**src/rtl/uart_rx_fifo.sv**
```systemverilog
// 16x-oversampled UART receiver with majority-vote sampling, parity/framing flags
// and a small receive FIFO drained through a level ack / ack-clear handshake.
module uart_rx_fifo #(
    parameter int DATA_BITS  = 8,
    parameter int PARITY     = 0,
    parameter int STOP_BITS  = 1,
    parameter int MSB_FIRST  = 0,
    parameter int FIFO_DEPTH = 4
) (
    input  logic                          i_uart_clk_x16,
    input  logic                          i_reset,
    input  logic                          i_uart_rx,
    output logic [DATA_BITS-1:0]          o_data,
    output logic                          o_data_perr,
    output logic                          o_data_ferr,
    output logic                          o_data_rdy,
    input  logic                          i_rdy_ack,
    output logic                          o_rdy_ack_clr,
    output logic                          o_overrun,
    input  logic                          i_overrun_clr,
    output logic [$clog2(FIFO_DEPTH):0]   o_fifo_count,
    output logic                          o_busy
);
    localparam int PTR_W  = $clog2(FIFO_DEPTH);
    localparam int CNT_W  = PTR_W + 1;
    localparam int IDX_W  = $clog2(DATA_BITS);
    localparam int WORD_W = DATA_BITS + 2;

    typedef enum logic [2:0] {
        ST_PENDING,
        ST_IDLE,
        ST_START,
        ST_DATA,
        ST_PARITY,
        ST_STOP
    } state_t;

    state_t state, state_next;

    logic                 rx_meta, rx_s;
    logic [3:0]           tick;
    logic                 samp7, samp8, maj;
    logic [IDX_W-1:0]     bit_idx, bit_pos;
    logic                 stop_idx;
    logic [DATA_BITS-1:0] shift_data;
    logic                 perr_r, ferr_r, push_ferr;
    logic                 mid_bit, end_bit, last_data, last_stop;
    logic                 busy_now, busy_next, push;

    logic [WORD_W-1:0]    mem [FIFO_DEPTH];
    logic [PTR_W-1:0]     wr_ptr, rd_ptr;
    logic [CNT_W-1:0]     count;
    logic                 ack_d, pop_req, pop, full, do_write;

    always_ff @(posedge i_uart_clk_x16) begin
        if (i_reset) begin
            rx_meta <= 1'b0;
            rx_s    <= 1'b0;
        end else begin
            rx_meta <= i_uart_rx;
            rx_s    <= rx_meta;
        end
    end

    assign maj       = (samp7 & samp8) | (samp7 & rx_s) | (samp8 & rx_s);
    assign mid_bit   = (tick == 4'd9);
    assign end_bit   = (tick == 4'd15);
    assign last_data = (bit_idx == IDX_W'(DATA_BITS - 1));
    assign last_stop = (stop_idx == 1'(STOP_BITS - 1));
    assign bit_pos   = (MSB_FIRST != 0) ? (IDX_W'(DATA_BITS - 1) - bit_idx) : bit_idx;
    assign push_ferr = ferr_r | ~maj;

    assign busy_now  = (state == ST_START) || (state == ST_DATA) ||
                       (state == ST_PARITY) || (state == ST_STOP);
    assign busy_next = (state_next == ST_START) || (state_next == ST_DATA) ||
                       (state_next == ST_PARITY) || (state_next == ST_STOP);

    // A clean stop bit returns straight to IDLE at mid-bit so back-to-back
    // frames lose no time; a bad stop waits in PENDING for the line to go high.
    always_comb begin
        state_next = state;
        push       = 1'b0;
        case (state)
            ST_PENDING: if (rx_s) state_next = ST_IDLE;
            ST_IDLE:    if (!rx_s) state_next = ST_START;
            ST_START: begin
                if (mid_bit && maj)
                    state_next = ST_IDLE;
                else if (end_bit)
                    state_next = ST_DATA;
            end
            ST_DATA: begin
                if (end_bit && last_data)
                    state_next = (PARITY != 0) ? ST_PARITY : ST_STOP;
            end
            ST_PARITY:  if (end_bit) state_next = ST_STOP;
            ST_STOP: begin
                if (mid_bit && last_stop) begin
                    push       = 1'b1;
                    state_next = push_ferr ? ST_PENDING : ST_IDLE;
                end
            end
            default:    state_next = ST_PENDING;
        endcase
    end

    always_ff @(posedge i_uart_clk_x16) begin
        if (i_reset) begin
            state      <= ST_PENDING;
            tick       <= 4'd0;
            samp7      <= 1'b1;
            samp8      <= 1'b1;
            bit_idx    <= '0;
            stop_idx   <= 1'b0;
            shift_data <= '0;
            perr_r     <= 1'b0;
            ferr_r     <= 1'b0;
        end else begin
            state <= state_next;
            tick  <= (busy_now && busy_next) ? tick + 4'd1 : 4'd0;
            if (tick == 4'd7) samp7 <= rx_s;
            if (tick == 4'd8) samp8 <= rx_s;
            if (state == ST_IDLE) begin
                bit_idx  <= '0;
                stop_idx <= 1'b0;
                perr_r   <= 1'b0;
                ferr_r   <= 1'b0;
            end
            if (state == ST_DATA && mid_bit) shift_data[bit_pos] <= maj;
            if (state == ST_DATA && end_bit) bit_idx <= bit_idx + IDX_W'(1);
            if (state == ST_PARITY && mid_bit)
                perr_r <= (^shift_data) ^ maj ^ (PARITY == 1);
            if (state == ST_STOP && mid_bit) ferr_r <= push_ferr;
            if (state == ST_STOP && end_bit) stop_idx <= stop_idx + 1'b1;
        end
    end

    // A pop frees the head slot, so a push into a full FIFO is accepted when
    // it coincides with a pop.
    assign pop_req  = i_rdy_ack & ~ack_d;
    assign pop      = pop_req & (count != '0);
    assign full     = (count == CNT_W'(FIFO_DEPTH));
    assign do_write = push & (~full | pop);

    always_ff @(posedge i_uart_clk_x16) begin
        if (do_write) mem[wr_ptr] <= {shift_data, perr_r, push_ferr};
    end

    always_ff @(posedge i_uart_clk_x16) begin
        if (i_reset) begin
            wr_ptr        <= '0;
            rd_ptr        <= '0;
            count         <= '0;
            ack_d         <= 1'b0;
            o_rdy_ack_clr <= 1'b0;
            o_overrun     <= 1'b0;
        end else begin
            ack_d <= i_rdy_ack;
            if (do_write) wr_ptr <= wr_ptr + PTR_W'(1);
            if (pop)      rd_ptr <= rd_ptr + PTR_W'(1);
            case ({do_write, pop})
                2'b10:   count <= count + CNT_W'(1);
                2'b01:   count <= count - CNT_W'(1);
                default: count <= count;
            endcase
            if (pop_req)
                o_rdy_ack_clr <= 1'b1;
            else if (!i_rdy_ack)
                o_rdy_ack_clr <= 1'b0;
            if (push && full && !pop)
                o_overrun <= 1'b1;
            else if (i_overrun_clr)
                o_overrun <= 1'b0;
        end
    end

    assign {o_data, o_data_perr, o_data_ferr} = mem[rd_ptr];
    assign o_data_rdy   = (count != '0);
    assign o_fifo_count = count;
    assign o_busy       = busy_now;

endmodule

```
**config.mk**
```make
export PLATFORM = sky130hd
export DESIGN_NAME = uart_rx_fifo
export DESIGN_NICKNAME = d
export VERILOG_FILES = /design/src/rtl/uart_rx_fifo.sv
export SDC_FILE = /design/constraint.sdc
export NUM_CORES = 1
export LEC_CHECK = 0
export ABC_AREA = 0
export CORE_UTILIZATION = 38
export CTS_BUF_LIST = sky130_fd_sc_hd__clkbuf_8
export CTS_CLUSTER_SIZE = 12
export DETAILED_ROUTE_END_ITERATION = 12
export GPL_TIMING_DRIVEN = 1
export PLACE_DENSITY_LB_ADDON = 0.2
export SYNTH_ARGS = -nofsm -noshare
export SYNTH_HDL_FRONTEND = slang
export SYNTH_SLANG_ARGS = --single-unit
export TNS_END_PERCENT = 50
```
**constraint.sdc**
```tcl
create_clock -name i_uart_clk_x16 -period 2.26 [get_ports i_uart_clk_x16]
set_input_delay 0.452 -clock i_uart_clk_x16 [delete_from_list [all_inputs] [get_ports i_uart_clk_x16]]
set_output_delay 0.452 -clock i_uart_clk_x16 [all_outputs]
set_load 0.02 [all_outputs]
```
==> results of run 1 <==
## power by group
group	leakage [nW]	internal, mW	total, mW	switching [mW]
clock	0.0917	0.413	0.943	0.530
combinational	0.751	0.0189	0.0392	0.0203
sequential	0.670	1.46	1.46	0.00326
## cell usage after synthesis, drive strengths merged, types with 5 or more instances
library cell  number
buf                6
nand3b             5
edfxtp            40
mux4              10
a21oi             12
xnor2              9
dfxtp             37
inv               13
nor2              35
nand2              8
nor3               6
nor2b              5
nand2b             7
mux2i             10
ha                11
## path summary, 6_finish.rpt
path	startpoint	to	slack [ps]
max reg2reg	tick[1]	o_fifo_count[2]	140
min	ack_d	o_rdy_ack_clr	450
max	flop	o_data_perr	100
min reg2reg	ack_d	o_rdy_ack_clr	450
## flip-flops by register name (all words and copies together), names as in the netlist, named ones only
register	count
mem	40
shift_data	8
tick	4
bit_idx	3
o_fifo_count	3
state	3
rd_ptr	2
wr_ptr	2
ack_d	1
ferr_r	1
o_overrun	1
o_rdy_ack_clr	1
perr_r	1
rx_meta	1
rx_s	1
samp7	1
samp8	1
stop_idx	1
## layout by cell type (no fill, tap or decap), drive strengths merged, types with 6 or more instances in the layout
cell,count
nand2,8
edfxtp,40
ha,11
clkbuf,9
a21oi,12
buf,25
nor3,6
clkdlybuf4s50,10
mux2i,10
xnor2,9
nand2b,7
inv,15
dlygate4sd2,10
nor2,35
dfxtp,37
mux4,10
## layer usage
layer,vias up,global-route usage (%),wire (um)
li1,1015,-,-
met1,972,17.0,2680
met2,43,24.8,2920
met3,10,4.31,234
met4,0,6.72,141
met5,-,0,0
## repair_timing
action,in CTS,in global routing
pin swaps,0,2
setup buffers,0,1
hold buffers,0,0
setup endpoints to repair,11,2
gates resized for setup,11,5
## cell families after synthesis
logic type	synth area share [%]
AND/OR/NAND/NOR	14.5
flip-flops	58.6
AO/OA/AOI/OAI	4.53
buffers and inverters	3.10
multiplexers	10.2
XOR/XNOR	4.11
adder cells (fa/ha/maj)	5.06
## area by class of cell
type | instances | area, um2 | share of cell area [%]
clock inverters | 7 | 58.8 | 1.46
well taps | 105 | 131 | 3.26
multi-input cells | 159 | 1280 | 31.9
clock buffers | 9 | 124 | 3.07
flip-flops and latches | 77 | 1940 | 48.2
inverters | 13 | 48.8 | 1.21
repair buffers | 46 | 438 | 10.9
## per-stage QoR
stage               hold slack [ps]  setup WS (ps)  std cells  total power [mW]  util, %
global route                    475           6.04        416              2.54     48.3
floorplan                       410           13.0        259              1.51        -
CTS                             458          -12.1        415              2.48     48.1
detailed placement              425           -318        399              1.53     46.0
global placement                423           -229        399              1.53     46.0
finish                          448           98.7        416              2.44     48.3
==> results.txt, run 1 <==
----------------------------------------------------
[Status]
  Run status ... complete, no violations

[Drt]
  Final WL ... 5980 um
  Count of routing violations after the opening detailed-route iteration ... 63
  Count of vias placed by the detailed router ... 2,040
  Final routed wire length divided by cell count ... 14.4 um
  Count of TritonRoute iterations in the first routing pass ... 4
  DRC violations left ... 0
  Number of antenna-violating nets in the routed design ... 0
  Average via count per standard cell ... 4.90

[Placement]
  Port Buf Inserts ... 21
  Post-Place Cell Area ... 3840 um2
  Final weighted congestion in routability-driven placement ... 0.868
  Post-detailed-placement half-perimeter wirelength ... 4040 um

[Critical path]
  Critical path start-end classification ... flop to output pin
  Instance count on the critical path ... 3
  Worst setup SP type ... flop
  Critical Path End Type ... output pin
  Worst path bufs/invs ... 2
  Cell count of the worst reg-to-reg path ... 12
  Cell-by-cell listing of the critical path ... buf_12, mux4_2, dlygate4sd2_1
  Kind of cell adding the most delay to the critical path ... multiplexers
  Delay of the slowest cell on the worst path ... 500 ps
  CP max FO ... 10
  Crit path arrival time ... 1710 ps
  Required time reported for the critical path endpoint ... 1810 ps
  Library cell contributing the largest single delay on the critical path ... sky130_fd_sc_hd__mux4_2

[Die]
  Area of the die ... 9100 um2
  Horizontal extent of the die ... 95.4 um
  Vertical die dimension ... 95.4 um
  Initial core utilization ... 39.7%
  Std cell rows ... 33
  IO Count ... 22
  Core region area ... 8340 um2

[Clock tree]
  Total clock buffers created by CTS ... 9
  Root buffer selected by CTS ... sky130_fd_sc_hd__clkbuf_8
  CTS tree ... done
  Number of buffers between clock root and the deepest sink ... 2
  Htree depth ... 3
  Clk Latency, worst-skew pair ... 350 ps
  Clock-pin slew of the registers on the worst-case setup and hold paths ... 80 ps
  Number of clock sinks ... 77

[Power and ir drop]
  Total power per unit cell area ... 606 nW/um2
  Largest vdd supply drop ... 0.000400 V
  Leakage power ... 1.51 nW

[Synthesis]
  Distinct cell type count of the synthesized netlist ... 47
  Syn Nets ... 276
  Synth warn ... 0
  Main area contributors after synthesis ... sky130_fd_sc_hd__edfxtp_1, sky130_fd_sc_hd__dfxtp_1, sky130_fd_sc_hd__mux4_2
  Yosys top cell area share ... 36.2%
  EDFF count, synth ... 40
  FFs w/ async S/R, synth ... 0%
  Main synth FF type ... sky130_fd_sc_hd__edfxtp_1
  Count of state elements after synthesis ... 77
  Mapped Cells ... 259
  Mapped Avg Cell Area ... 12.8 um2
  Cell type contributing the most total cell area after synthesis ... sky130_fd_sc_hd__edfxtp_1
  Post-Syn Area ... 3310 um2
  Part of the Yosys area used for sequential elements ... 58.6%

[Hold path]
  Class of the tightest hold or removal check ... flop to flop
  Worst Hold Depth ... 1

[Global route]
  Vias in the first global route ... 1,993
  GRT Overall Usage ... 14.6%
  Antenna violations before repair ... 0
  Wire length of the first global-routing pass ... 9760 um
  GR Overflow Total ... 0
  Pin count of the biggest net entering global routing ... 24

[STA]
  Minimum clock period after layout ... 2160 ps
  Total negative slack ... 0 ps
  Worst slew margin ... 74.6%
  Share of the cycle needed by the critical path after routing ... 95.6%
  Setup violation total in the final timing report ... 0
  Slew @ Worst Pin ... 380 ps
  Maximum clock frequency ... 463 MHz
  Number of slew-limit violations in the final report ... 0
  Final hold violation count ... 0
  Setup clock skew after layout ... 5.90 ps
  Setup repair after global routing missed its margin ... false

[Finish]
  Total inserted antenna cells ... 0
  Fraction of layout instances using a drive strength above 1 ... 21.2%
  Summed area of non-filler cells in the final layout ... 4030 um2
  Final-layout fill cell count ... 783
  Number of nets in the layout ... 323
  Area growth from synthesis to final layout ... 21.6%

[Flow run]
  Max Cap Violations ... 0

----------------------------------------------------
(Power assumes the default switching activity.)
==> run 2: changes to the inputs <==
Settings changed: CTS_CLUSTER_SIZE 12 to 16, GPL_ROUTABILITY_DRIVEN set to 0.
==> results of run 2 <==
No change in the layout: final DEF, timing and power equal those of run 1.
